===== src/rtl/adc_fifo_reader_pkg.sv =====
// Shared types and constants for the ADC capture FIFO read-side controller.
package adc_pkg;

  typedef enum logic [2:0] {
    S_IDLE,
    S_HDR,
    S_RD,
    S_CAP,
    S_DATA,
    S_SUM,
    S_CLR,
    S_WAITLOW
  } rd_state_t;

  localparam logic [7:0]  SYNC0_DEFAULT = 8'hA5;
  localparam logic [7:0]  SYNC1_DEFAULT = 8'h5A;
  localparam int unsigned HDR_BYTES     = 4;

endpackage


===== src/rtl/adc_fifo_reader_byte_tx_reg.sv =====
// Output holding register for the TX byte stream: loads on request, drops valid
// once the sink accepts. A load in the same cycle as acceptance wins.
module byte_tx_reg (
  input  logic       clk,
  input  logic       rst,
  input  logic       load_i,
  input  logic [7:0] load_data_i,
  input  logic       tx_ready_i,
  output logic [7:0] tx_data_o,
  output logic       tx_valid_o
);

  logic [7:0] data_q;
  logic       valid_q;

  always_ff @(posedge clk or posedge rst) begin
    if (rst) begin
      data_q  <= '0;
      valid_q <= 1'b0;
    end else if (load_i) begin
      data_q  <= load_data_i;
      valid_q <= 1'b1;
    end else if (valid_q && tx_ready_i) begin
      valid_q <= 1'b0;
    end
  end

  assign tx_data_o  = data_q;
  assign tx_valid_o = valid_q;

endmodule


===== src/rtl/adc_fifo_reader.sv =====
// Drains a full ADC capture buffer and frames it as header + payload + checksum
// on the SPI TX byte interface, then pulses clear to re-arm the capture side.
module adc_fifo_reader
  import adc_pkg::*;
#(
  parameter int unsigned MAX_LEN = 3000,
  parameter logic [7:0]  SYNC0   = SYNC0_DEFAULT,
  parameter logic [7:0]  SYNC1   = SYNC1_DEFAULT
) (
  input  logic        clk,
  input  logic        rst,
  input  logic        send_en,
  input  logic [31:0] len,
  input  logic [7:0]  fifo_q,
  output logic        fifo_rdreq,
  output logic        clear,
  output logic [7:0]  tx_data,
  output logic        tx_valid,
  input  logic        tx_ready,
  output logic        busy
);

  rd_state_t   state_q, state_d;
  logic [15:0] plen_q, plen_d;
  logic [15:0] cnt_q, cnt_d;
  logic [7:0]  csum_q, csum_d;
  logic [1:0]  hidx_q, hidx_d;
  logic        rdreq_q, rdreq_d;
  logic        clear_q, clear_d;
  logic        busy_q, busy_d;
  logic        first_q;

  logic        ld;
  logic [7:0]  ld_data;
  logic [15:0] plen_calc;
  logic [1:0]  hidx_nxt;
  logic        accept;

  assign plen_calc = (len > 32'(MAX_LEN)) ? 16'(MAX_LEN) : len[15:0];
  assign accept    = tx_valid & tx_ready;
  assign hidx_nxt  = hidx_q + 2'd1;

  // Registered strobes are set on the transition into their state so each
  // output is high exactly while the FSM sits in RD / CLR.
  always_comb begin
    state_d = state_q;
    plen_d  = plen_q;
    cnt_d   = cnt_q;
    csum_d  = csum_q;
    hidx_d  = hidx_q;
    rdreq_d = 1'b0;
    clear_d = 1'b0;
    ld      = 1'b0;
    ld_data = '0;
    case (state_q)
      S_IDLE: begin
        if (send_en) begin
          if (first_q) begin
            state_d = S_CLR;
            clear_d = 1'b1;
          end else begin
            state_d = S_HDR;
            plen_d  = plen_calc;
            cnt_d   = '0;
            csum_d  = '0;
            hidx_d  = '0;
            ld      = 1'b1;
            ld_data = SYNC0;
          end
        end
      end
      S_HDR: begin
        if (accept) begin
          if (hidx_q == 2'(HDR_BYTES - 1)) begin
            if (plen_q != '0) begin
              state_d = S_RD;
              rdreq_d = 1'b1;
            end else begin
              state_d = S_SUM;
              ld      = 1'b1;
              ld_data = csum_q;
            end
          end else begin
            hidx_d = hidx_nxt;
            ld     = 1'b1;
            case (hidx_nxt)
              2'd1:    ld_data = SYNC1;
              2'd2:    ld_data = plen_q[15:8];
              2'd3:    ld_data = plen_q[7:0];
              default: ld_data = SYNC0;
            endcase
          end
        end
      end
      S_RD: state_d = S_CAP;
      S_CAP: begin
        state_d = S_DATA;
        ld      = 1'b1;
        ld_data = fifo_q;
        csum_d  = csum_q + fifo_q;
        cnt_d   = cnt_q + 16'd1;
      end
      S_DATA: begin
        if (accept) begin
          if (cnt_q < plen_q) begin
            state_d = S_RD;
            rdreq_d = 1'b1;
          end else begin
            state_d = S_SUM;
            ld      = 1'b1;
            ld_data = csum_q;
          end
        end
      end
      S_SUM: begin
        if (accept) begin
          state_d = S_CLR;
          clear_d = 1'b1;
        end
      end
      S_CLR: state_d = S_WAITLOW;
      S_WAITLOW: begin
        if (!send_en) state_d = S_IDLE;
      end
      default: state_d = S_IDLE;
    endcase
    busy_d = (state_d != S_IDLE);
  end

  always_ff @(posedge clk or posedge rst) begin
    if (rst) begin
      state_q <= S_IDLE;
      plen_q  <= '0;
      cnt_q   <= '0;
      csum_q  <= '0;
      hidx_q  <= '0;
      rdreq_q <= 1'b0;
      clear_q <= 1'b0;
      busy_q  <= 1'b0;
      first_q <= 1'b1;
    end else begin
      state_q <= state_d;
      plen_q  <= plen_d;
      cnt_q   <= cnt_d;
      csum_q  <= csum_d;
      hidx_q  <= hidx_d;
      rdreq_q <= rdreq_d;
      clear_q <= clear_d;
      busy_q  <= busy_d;
      first_q <= 1'b0;
    end
  end

  byte_tx_reg u_tx (
    .clk         (clk),
    .rst         (rst),
    .load_i      (ld),
    .load_data_i (ld_data),
    .tx_ready_i  (tx_ready),
    .tx_data_o   (tx_data),
    .tx_valid_o  (tx_valid)
  );

  assign fifo_rdreq = rdreq_q;
  assign clear      = clear_q;
  assign busy       = busy_q;

endmodule


===== config.mk =====
export PLATFORM = sky130hd
export DESIGN_NAME = adc_fifo_reader
export DESIGN_NICKNAME = d
export VERILOG_FILES = /design/src/rtl/adc_fifo_reader_pkg.sv /design/src/rtl/adc_fifo_reader_byte_tx_reg.sv /design/src/rtl/adc_fifo_reader.sv
export SDC_FILE = /design/constraint.sdc
export NUM_CORES = 1
export LEC_CHECK = 0
export ABC_AREA = 1
export BUFFER_PORTS_ARGS = -buffer_cell sky130_fd_sc_hd__buf_2
export CORE_ASPECT_RATIO = 1.2
export CORE_MARGIN = 2
export CORE_UTILIZATION = 58
export CTS_BUF_LIST = sky130_fd_sc_hd__clkbuf_16
export DETAILED_ROUTE_END_ITERATION = 8
export GPL_ROUTABILITY_DRIVEN = 0
export PLACE_DENSITY = 0.91
export SYNTH_ARGS = -nofsm -noshare
export SYNTH_HDL_FRONTEND = slang
export SYNTH_SLANG_ARGS = --single-unit

===== constraint.sdc =====
create_clock -name clk -period 2.4 [get_ports clk]
set_clock_uncertainty 0.15 [all_clocks]
set_input_delay 0.12 -clock clk [delete_from_list [all_inputs] [get_ports clk]]
set_output_delay 0.12 -clock clk [all_outputs]
set_load 0.05 [all_outputs]

# == Yosys cells after proc, flatten, opt, wreduce, memory -nomap -nowiden ==
# Index checks and enable logic that the tools add are counted.
# totals
word_cells,94
regBits,58
# op_classes
magnitude_cmp,2
bitwise,2
mux,51
eq_ne,15
addsub,3
n_reduce_logical,10
# ops
op,n
2-to-1 mux 8 bit,9
2-to-1 mux 16 bit,3
"greater-than comparator 32 x 12 -> 1 bit, second input constant",1
case mux 16 bit (2 select lines),1
case mux 8 bit (4 select lines),1
2-to-1 mux 3 bit,9
case mux 3 bit (8 select lines),1
case mux 8 bit (3 select lines),1
2-to-1 mux 1 bit,17
"adder 16 x 1 -> 16 bit, second input constant",1
< comparator 16 bit,1
case mux 8 bit (2 select lines),1
nonzero test 16 bit,1
"== test 3 bit, second input constant",4
adder 8 bit,1
2-to-1 mux 2 bit,4
"inequality test 2 bit, second input constant",4
"== test 2 bit, second input constant",3
"== test 3 x 2 -> 1 bit, second input constant",2
AND reduction 3 bit,2
nonzero test 2 bit,3
AND reduction 5 bit,1
case mux 1 bit (2 select lines),2
case mux 1 bit (4 select lines),1
other kinds (9),9

# == Logic depth before layout (Yosys ltp) ==
# logic_depth
ltp_word,6
mapped_depth,15

# == Modules after synthesis ==
# Synthesis repeated with hierarchy kept, for this count alone.
# unflattened
hier_cells,482
area_unflattened_um2,3762.4
# modules_own_cells
module,cells_each,instances,area_per_inst_um2
adc_fifo_reader,443,1,3417.0
byte_tx_reg,39,1,345.3

# == Least setup slack after synthesis ==
# Ideal clock, no wire load.
# synth_timing
path_kind,register to register
start,reg plen_q[5]
end,reg u_tx.valid_q (netlist: u_tx.tx_valid_o)
stages_incl_launch_ff,13
required_time_ps,2116
setup_slack_ps,501
t_arrival_ps,1616
setup_time_ps,134
path_cell_list,dfrtp_1 inv_1 ha_1 a21oi_1 nor2_1 nor3_1 nand2_1 nand2_1 nand2_2 nand2_2 o21ai_2 nand2_2 o211ai_1
# synth_between
elab_chain_len,6
elab_cells_between_ends,10
classes_between,order compare (1); mux (7); reduce/logical (2)
# synth_rtl
element,line_no,source
start: declaration,adc_fifo_reader.sv:24,"logic [15:0] plen_q, plen_d;"
start signal: assignment,adc_fifo_reader.sv:143,plen_q <= plen_d;
branches (longest 4 deep; another with < comparator 16 bit),n/a,
case mux 1 bit (4 select lines) *,adc_fifo_reader.sv:55,case (state_q)
2-to-1 mux 1 bit / nonzero test 2 bit (equally long branches),n/a,
end signal: assignment,adc_fifo_reader_byte_tx_reg.sv:19,valid_q <= 1'b0;
end signal: assignment,adc_fifo_reader_byte_tx_reg.sv:22,valid_q <= 1'b1;
end signal: assignment,adc_fifo_reader_byte_tx_reg.sv:24,valid_q <= 1'b0;
end: declaration,adc_fifo_reader_byte_tx_reg.sv:14,logic valid_q;
# Mark *: on every way between the ends.
# A chain may end at the register's enable or synchronous reset.

# == Final worst setup path ==
# layout_timing
start,reg plen_q[5]
end,reg busy_q (netlist: busy)
# layout_between
elab_chain_len,6
elab_cells_between_ends,9
classes_between,order compare (1); mux (6); reduce/logical (2)
# layout_rtl
element,line_no,source
branches (longest 4 deep; another with < comparator 16 bit),n/a,
case mux 3 bit (8 select lines) *,adc_fifo_reader.sv:55,
nonzero test 3 bit *,adc_fifo_reader.sv:127,busy_d = (state_d != S_IDLE);
via busy_d,adc_fifo_reader.sv:30,"logic busy_q, busy_d;"
end signal: assignment,adc_fifo_reader.sv:149,busy_q <= busy_d;
end: declaration,adc_fifo_reader.sv:30,
# Mark *: on every way through the listed nets, which the timed path passes.

==> run summary <==
Violation count after the first detailed-route iteration - 322
Post-CTS setup-driven buffer insertion count - 0
Top cell types by occurrence after synthesis - nand2_1 (98), inv_1 (61), dfrtp_1 (57), nand3_1 (38), nor2_1 (34)
Number of iterations in the first detailed-routing pass - 5
Clock latency on the worst-skew pair - 0.33 ns
Post-synthesis async set-or-reset flop share - 100%
Ant diodes - 0
Most common cell in the netlist - nand2_1
Largest driver fanout on the critical path - 9
Final Max Tran Viols - 0
Final count of negative-setup-slack endpoints - 0
VDD IR max - 0.609 mV
Area growth from synthesis to layout - 19.4%
Part of the Yosys area used for sequential elements - 38.0%
Achievable clock frequency - 0.447 GHz
Startpoint of the worst register-to-register path - plen_q[5]
Worst-case clock buffer depth - 2
I/O Pins - 56
Slew at the pin closest to its max-slew limit - 0.555 ns
Detailed-route via count - 3739
Antenna violation net count after detailed routing - 0
Cell count after synthesis - 481
PnR Total Power - 4.50 mW
Aggregate global-route resource usage - 30.5%
Crit share post-route - 93.3%
Global-route wire length before repair - 17000 µm
CORE AREA - 6410 µm²
Largest net degree at the start of global routing - 59
Detailed-route DRC error count - 0
Category of the critical setup timing path - flop to flop
Worst slew slack as a fraction of its limit - 62.9%
Number of filler instances in the final layout - 498
Number of global-route vias before repair - 3714
CTS tree - done
Layout Nets - 625
LEAKAGE - 2.38 nW
Top-area cell type share of the netlist area - 37.3%
Outcome - completed
Storage cell area - 1450 µm²
Starting Density - 59.6%
Die area - 7260 µm²
Signal arrival time at the worst endpoint - 2.28 ns
Type of the worst min-delay path - primary input to flop
Startpoint of the lowest-slack hold path - send_en
Buffer cell driving the clock tree root - clkbuf_16
Clock slew at reported path FFs - 0.05 ns
Number of distinct library cells after synthesis - 49
Setup repair after global routing missed its margin - no
Routed WL - 10300 µm
Num CTS Buffers - 9
Post-Syn Area per Cell - 7.94 µm²
Final Critical Period - 2.24 ns
Synth area leaders - dfrtp_1 (37%), nand2_1 (9.6%), ha_1 (8.8%)
Sum of overflow across all layers after global routing - 0
CP required - 2.44 ns
Via-per-instance ratio - 5.81
Final count of hold timing violations - 0
Sum Neg Setup Slack - 0 ns
Number of storage elements in the synthesis netlist - 58
Estimated wirelength of the detail-placed design - 7140 µm
Count of clock tree sinks - 58
Y dimension of the die - 92.9 µm
Yosys warnings - 0
Count of flip-flops with a built-in enable after synthesis - 0
FP Rows - 32
Area of combinational cells with multiple inputs - 2030 µm²
Htree depth - 3
Die span in x - 78.1 µm
Initial antenna violation count - 0
Port Buf Inserts - 55
Share of cells above drive strength 1 - 20.1%
Worst setup EP type - flop
Cell type contributing the most total cell area after synthesis - dfrtp_1
Post-Syn Area - 3820 µm²
Launch point of the critical path - plen_q[5]
Net count after synthesis - 553
Power density over the cells - 986 nW/µm²
Startpoint types - flop
Number of max-cap violations - 0
Average wire per cell in the routed design - 16.0 µm
Most frequently used flop master after synthesis - dfrtp_1
registers in the layout, indices dropped and copies added (netlist names):
signal and cells:
hidx_q 2, busy 1, csum_q 8, plen_q 16, first_q 1, fifo_rdreq 1
u_tx.tx_valid_o 1, u_tx.tx_data_o 8, cnt_q 16, state_q 3, clear 1
timing repair:
item / 4_1_cts / 5_1_grt
setup endpoints to repair: 0 / 5
hold buffers: 15 / 0
endpoints found under the hold margin: 72 / 0
resized for setup: 0 / 1
cell families (layout without fill, tap and decap cells):
kind of cell / after synthesis / in the layout / synth area share, %
flip-flops: 58 / 58 / 38.0
buffers and inverters: 80 / 157 / 8.91
XOR/XNOR: 6 / 6 / 1.38
adder cells (fa/ha/maj): 28 / 28 / 9.36
AO/OA/AOI/OAI: 90 / 90 / 14.5
AND/OR/NAND/NOR: 218 / 218 / 27.7
other: 1 / 1 / 0.0981
final timing paths:
path / endpoint / slack (ns) / cells past startpoint
max: busy / 0.16 / 12
min: clear / 0.008 / 3
max reg2reg: busy / 0.16 / 12
min reg2reg: cnt_q[15] / 0.32 / 1
max in group asynchronous: first_q / 1.54 / 4
min in group asynchronous: cnt_q[1] / 0.25 / 4
power breakdown:
| part | internal [mW] | switching [mW] | leakage, nW |
|---|---|---|---|
| registers | 1.23 | 0.217 | 0.740 |
| logic | 0.630 | 1.30 | 1.50 |
| clock network | 0.676 | 0.441 | 0.140 |
cells in the final DEF (no fill, tap or decap), types with 6 or more instances in the layout:
cell and n:
inv_1 63, ha_1 27, nand2_1 98, nand3_1 38
dfrtp_1 57, o22ai_1 9, a31oi_1 8, o21ai_1 6
clkbuf_16 9, a21oi_1 26, inv_2 8, nand4_1 8
nor2_1 34, or2_2 6, o21ai_0 22, dlygate4sd3_1 15
buf_2 55
metal layers:
layer / vias to the layer above / global-route usage (%) / share of wire (%) / wire [µm]
li1: 1756 / - / - / -
met4: 0 / 18.9 / 5.1 / 524
met2: 213 / 52.7 / 50 / 5140
met3: 56 / 6.34 / 6.8 / 696
met1: 1714 / 34.3 / 38 / 3900
met5: - / 0 / 0 / 0
per-stage QoR:
step | worst slack, ns | util [%] | hold WS (ns) | std cells | cell area (µm²)
final | 0.161 | 71.2 | 0.00795 | 643 | 4560
after global routing | 0.0232 | 71.2 | 0.0157 | 643 | 4560
after CTS | 0.179 | 71.1 | 0.00409 | 643 | 4560
after global placement | 0.358 | 64.8 | 0.0461 | 612 | 4150
after detailed placement | 0.192 | 64.8 | 0.0461 | 612 | 4150
after floorplan | 0.501 | - | 0.0949 | 481 | 3820
critical path, stage by stage (launching register included):
cell	delay (ns)
dfrtp_1	0.40
inv_1	0.09
ha_1	0.31
a21oi_1	0.15
nor2_1	0.05
nor3_1	0.13
nand2_1	0.08
nand2_1	0.17
nand2_4	0.13
nand2_2	0.10
a21oi_1	0.06
nor2_1	0.17
nand3_1	0.11
layout make-up:
cell class                 instances  area share [%]
multi-input combinational        343            44.6
sequential                        58            31.9
timing repair buffer              72            9.93
inverter                          69            5.71
clock buffer                       9            4.94
tap                               85            2.33
clock inverter                     7           0.658
No activity file was read; power rests on OpenSTA's default activity.
